[config.mk]
export PLATFORM = sky130hd
export DESIGN_NAME = ssd_scan
export DESIGN_NICKNAME = d
export VERILOG_FILES = /design/src/rtl/ssd_scan_pkg.sv /design/src/rtl/ssd_scan_bcd2ssd.sv /design/src/rtl/ssd_scan.sv
export SDC_FILE = /design/constraint.sdc
export NUM_CORES = 1
export LEC_CHECK = 0
export CAP_MARGIN = 20
export CORE_ASPECT_RATIO = 1.2
export CORE_UTILIZATION = 48
export DETAILED_ROUTE_END_ITERATION = 6
export PLACE_DENSITY = 0.73
export SETUP_SLACK_MARGIN = 0.02
export SLEW_MARGIN = 15
export SYNTH_ARGS = -nofsm -noshare
export SYNTH_HDL_FRONTEND = slang
export SYNTH_SLANG_ARGS = --single-unit
export TNS_END_PERCENT = 100
[constraint.sdc]
create_clock -name clk -period 5.8 [get_ports clk]
set_input_delay 1.74 -clock clk [delete_from_list [all_inputs] [get_ports clk]]
set_output_delay 1.74 -clock clk [all_outputs]
set_load 0.03 [all_outputs]
[src/rtl/ssd_scan_pkg.sv]
// Shared constants and helpers for the four-digit seven-segment scan display.
// All segment encodings are active-low and ordered {a,b,c,d,e,f,g,dp}.
package ssd_scan_pkg;

    localparam int BCD_BIT_WIDTH = 4;
    localparam int SSD_BIT_WIDTH = 8;

    localparam logic [SSD_BIT_WIDTH-1:0] SSD_BLANK = 8'hFF;
    localparam logic [SSD_BIT_WIDTH-1:0] SSD_DASH  = 8'hFD;

    localparam logic [BCD_BIT_WIDTH-1:0] DISP_A     = 4'd10;
    localparam logic [BCD_BIT_WIDTH-1:0] DISP_P     = 4'd11;
    localparam logic [BCD_BIT_WIDTH-1:0] DISP_BLANK = 4'd15;

    // Active-low one-hot digit enable for scan slot idx.
    function automatic logic [3:0] digit_enable(input logic [1:0] idx);
        return ~(4'b0001 << idx);
    endfunction

endpackage

[src/rtl/ssd_scan_bcd2ssd.sv]
// Combinational display-code to active-low segment decoder (a..g, no dp).
// Codes 0-9 are digits, 10/11 are 'A'/'P', 12-14 a dash, 15 blank.
module bcd2ssd
    import ssd_scan_pkg::*;
(
    input  logic [BCD_BIT_WIDTH-1:0] code,
    output logic [6:0]               seg
);

    always_comb begin
        seg = SSD_BLANK[7:1];
        case (code)
            4'd0:       seg = 7'b0000001;
            4'd1:       seg = 7'b1001111;
            4'd2:       seg = 7'b0010010;
            4'd3:       seg = 7'b0000110;
            4'd4:       seg = 7'b1001100;
            4'd5:       seg = 7'b0100100;
            4'd6:       seg = 7'b0100000;
            4'd7:       seg = 7'b0001111;
            4'd8:       seg = 7'b0000000;
            4'd9:       seg = 7'b0000100;
            DISP_A:     seg = 7'b0001000;
            DISP_P:     seg = 7'b0011000;
            4'd12,
            4'd13,
            4'd14:      seg = SSD_DASH[7:1];
            DISP_BLANK: seg = SSD_BLANK[7:1];
            default:    seg = SSD_BLANK[7:1];
        endcase
    end

endmodule

[src/rtl/ssd_scan.sv]
// Time-multiplexed driver for a four-digit common-anode 7-segment display,
// with per-digit decimal point and per-digit blink.
module ssd_scan
    import ssd_scan_pkg::*;
#(
    parameter int SCAN_DIV    = 100000,
    parameter int BLINK_TICKS = 500
) (
    input  logic                     clk,
    input  logic                     rst_n,
    input  logic [BCD_BIT_WIDTH-1:0] dig0,
    input  logic [BCD_BIT_WIDTH-1:0] dig1,
    input  logic [BCD_BIT_WIDTH-1:0] dig2,
    input  logic [BCD_BIT_WIDTH-1:0] dig3,
    input  logic [3:0]               dp_mask,
    input  logic [3:0]               blink_mask,
    output logic [3:0]               ssd_ctl,
    output logic [SSD_BIT_WIDTH-1:0] ssd
);

    localparam int DIV_W   = $clog2(SCAN_DIV);
    localparam int BLINK_W = (BLINK_TICKS > 1) ? $clog2(BLINK_TICKS) : 1;
    localparam logic [DIV_W-1:0]   DIV_LAST   = DIV_W'(SCAN_DIV - 1);
    localparam logic [BLINK_W-1:0] BLINK_LAST = BLINK_W'(BLINK_TICKS - 1);

    logic [DIV_W-1:0]         div_q, div_d;
    logic [1:0]               idx_q, idx_d, idx_nxt;
    logic [BLINK_W-1:0]       blink_cnt_q, blink_cnt_d;
    logic                     blink_phase_q, blink_phase_d;
    logic [3:0]               ctl_q, ctl_d;
    logic [SSD_BIT_WIDTH-1:0] ssd_q, ssd_d;
    logic                     scan_tick;
    logic [BCD_BIT_WIDTH-1:0] digits [4];
    logic [BCD_BIT_WIDTH-1:0] code_sel;
    logic [6:0]               seg;

    assign digits[0] = dig0;
    assign digits[1] = dig1;
    assign digits[2] = dig2;
    assign digits[3] = dig3;

    // The slot being loaded is the one after the current index.
    assign idx_nxt  = idx_q + 2'd1;
    assign code_sel = digits[idx_nxt];

    bcd2ssd u_bcd2ssd (
        .code (code_sel),
        .seg  (seg)
    );

    always_comb begin
        scan_tick     = (div_q == DIV_LAST);
        div_d         = scan_tick ? '0 : div_q + DIV_W'(1);
        idx_d         = idx_q;
        blink_cnt_d   = blink_cnt_q;
        blink_phase_d = blink_phase_q;
        ctl_d         = ctl_q;
        ssd_d         = ssd_q;
        if (scan_tick) begin
            idx_d = idx_nxt;
            if (blink_cnt_q == BLINK_LAST) begin
                blink_cnt_d   = '0;
                blink_phase_d = ~blink_phase_q;
            end else begin
                blink_cnt_d = blink_cnt_q + BLINK_W'(1);
            end
            // The new blink phase applies to the slot loaded on the wrap tick.
            ctl_d = digit_enable(idx_nxt);
            if (blink_phase_d && blink_mask[idx_nxt]) begin
                ssd_d = SSD_BLANK;
            end else begin
                ssd_d = {seg, ~dp_mask[idx_nxt]};
            end
        end
    end

    always_ff @(posedge clk or negedge rst_n) begin
        if (!rst_n) begin
            div_q         <= '0;
            idx_q         <= 2'd3;
            blink_cnt_q   <= '0;
            blink_phase_q <= 1'b0;
            ctl_q         <= 4'b1111;
            ssd_q         <= SSD_BLANK;
        end else begin
            div_q         <= div_d;
            idx_q         <= idx_d;
            blink_cnt_q   <= blink_cnt_d;
            blink_phase_q <= blink_phase_d;
            ctl_q         <= ctl_d;
            ssd_q         <= ssd_d;
        end
    end

    assign ssd_ctl = ctl_q;
    assign ssd     = ssd_q;

endmodule

==> metrics <==
run status=complete, no violations; Synth Cell Area=2340 sq um; Seq/Total Area, Yosys=0.446; CTS tree=done; Hold Path Class=register to register; clk slew on worst S/H paths=80 ps; CTS resizes=0; PwrDens=180 nW/um^2; Reg area=1040 sq um; die height=78.5 microns; dominant synthesized flop cell=dfrtp_1; Final min period=3310 ps; period utilisation layout=0.571; hold_ws=485 ps; largest net degree at the start of global routing=42; DRC Markers=0; number of max-cap violations=0; final hold vios=0; Setup CP Type=input pin to register; Core Box Area=4630 sq um; syn avg cell area=10.4 sq um; largest cells by area after synthesis=dfrtp_1 (29%), dfstp_2 (16%), ha_1 (6.4%); multi-input logic area=1210 sq um; Yosys top cell area share=0.289; Num CTS Buffers=5; Root Buffer=clkbuf_8; Vias=1759; layout cells sized above 1=0.150; die width=65.7 microns; cell count after synthesis=225; crit-path max FO=6; die area=5160 sq um; count of cell types in the netlist=45; grt total ovfl=0; Final setup viols=0; Final ANT Viol Nets=0; Initial Utilization=0.506; global-route wire length before repair=8.05 mm; Final Skew=9.44 ps; Layout area overhead=19.7%; Leakage Power=0.00117 uW; overall routing resource usage=0.204; Post-CTS Setup Inserts=0; Vias/cell=5.53; register bit total from synthesis=41; number of global-route vias before repair=1774; drt total wl=4.53 mm; arrival time at the worst endpoint=3530 ps; fill count=380; clock tree sinks=41; Worst Path Required=6020 ps; Synthesized Nets=263; async set-or-reset flop fraction in the synthesized netlist=1.00; Starting DRT DRC Count=113; wire per inst=14.2 microns; Final Max Tran Viols=0; Nets=297; worst slew pin tran=890 ps; Max clock buf depth=2; area leader, netlist=dfrtp_1; # IOs=38; setup TNS=0 ps; IO Port Bufs=37; antenna cell count=0; initial antenna violation count=0; RSZ-0062 raised after global routing=no; startpoint types=input pin; Rel. slew slack=0.407; CP Capture Type=register; first-pass iteration count of the detailed router=4; CTS H-tree depth=2; later-pin clock latency in the skew report=290 ps; routability cong.=0.826; CTS Hold Buffers Added=0; EDFF count, synth=0; Rows=27; Achievable Freq=0.302 GHz; Final HPWL DP=3.22 mm; Syn. warnings=0; Max VDD drop=133 uV
[cells in the mapped netlist, types with 2 or more instances]
| library cell | count |
|---|---|
| or2_2 | 2 |
| xnor2_1 | 5 |
| o31ai_1 | 2 |
| nor2_1 | 17 |
| nand2b_1 | 2 |
| ha_1 | 12 |
| o21ai_0 | 14 |
| nor3_1 | 2 |
| a31oi_1 | 7 |
| buf_2 | 3 |
| and4_1 | 3 |
| or3_1 | 2 |
| nand3b_1 | 4 |
| inv_1 | 7 |
| mux4_2 | 6 |
| nand3_1 | 12 |
| o211ai_1 | 4 |
| dfstp_2 | 14 |
| or4_1 | 3 |
| nand4_1 | 4 |
| nand2_1 | 27 |
| xor2_1 | 10 |
| a21oi_1 | 6 |
| dfrtp_1 | 27 |
| nand4_2 | 2 |
| nor3b_1 | 2 |
| buf_6 | 3 |
| clkbuf_1 | 4 |
| and4b_1 | 3 |
[power by group]
group | switching (uW) | total (uW) | internal [uW]
sequential | 0 | 286 | 286
clock | 98.9 | 182 | 83.0
combinational | 14.0 | 35.0 | 21.0
total | 113 | 503 | 390
[worst max-delay path, cell delays in order]
cell             delay (ps)
clkdlybuf4s50_1         410
mux4_2                  540
inv_1                   130
ha_1                    200
inv_1                    50
o31a_1                  280
a31oi_1                 170
[per-stage QoR]
step           cells  power (uW)  setup slack, ps  cell area (sq um)  utilization
2_1_floorplan    225         304             2720               2340            -
3_3_place_gp     310         327             2250               2710        0.586
3_5_place_dp     310         327             2210               2710        0.586
4_1_cts          318         510             2500               2800        0.605
5_1_grt          318         528             2380               2800        0.605
6_report         318         503             2490               2800        0.605
[state kept, by name, summed over array words and instances, names as in the netlist]
name	flops
ssd_ctl	4
blink_cnt_q	9
div_q	17
blink_phase_q	1
idx_q	2
ssd	8
[area by class of cell]
cell class	count	share of cell area
clock buffers	5	0.0246
clock inverters	3	0.00626
inverters	7	0.00938
multi-input cells	167	0.431
flip-flops and latches	41	0.373
well taps	58	0.0259
repair buffers	37	0.130
[cell usage in the layout, fill, tap and decap left out, types with 2 or more instances in the layout]
cell type        count
a21oi_1              6
a31oi_1              7
and4_1               3
and4b_1              3
clkbuf_8             5
clkdlybuf4s50_1     36
clkinv_2             2
dfrtp_1             27
dfstp_2             14
ha_1                12
inv_1                7
mux4_2               6
nand2_1             27
nand2b_1             2
nand3_1             12
nand3b_1             4
nand4_1              4
nand4_2              2
nor2_1              17
nor3_1               2
nor3b_1              2
o211ai_1             4
o21ai_0             14
o31ai_1              2
or2_2                2
or3_1                2
or4_1                3
xnor2_1              5
xor2_1              10
[metal layers]
metal  routed length (microns)  track usage  up-vias
met5                         0            0        -
met4                        69       0.0783        0
met3                       179       0.0523        4
met2                      2250        0.340       35
met1                      2040        0.248      837
li1                          -            -      883
[logic make-up after synthesis]
group,count (synthesis),share of synthesized area
flip-flops,41,0.446
AND/OR/NAND/NOR,92,0.220
XOR/XNOR,15,0.0561
buffers and inverters,17,0.0385
multiplexers,9,0.0733
adder cells (fa/ha/maj),12,0.0642
AO/OA/AOI/OAI,39,0.102
[final timing paths]
kind | depth (start not counted) | startpoint | slack (ps) | endpoint
setup / recovery | 7 | dig3[1] | 2490 | ssd[7]
hold / removal | 2 | ssd_ctl[2] | 480 | ssd_ctl[2]
setup reg to reg | 8 | idx_q[0] | 3200 | ssd[7]
hold reg to reg | 2 | ssd_ctl[2] | 480 | ssd_ctl[2]
max in group asynchronous | 1 | rst_n | 3670 | blink_cnt_q[5]
min in group asynchronous | 1 | rst_n | 1560 | blink_cnt_q[7]
Power figures use the tool's default switching activity.
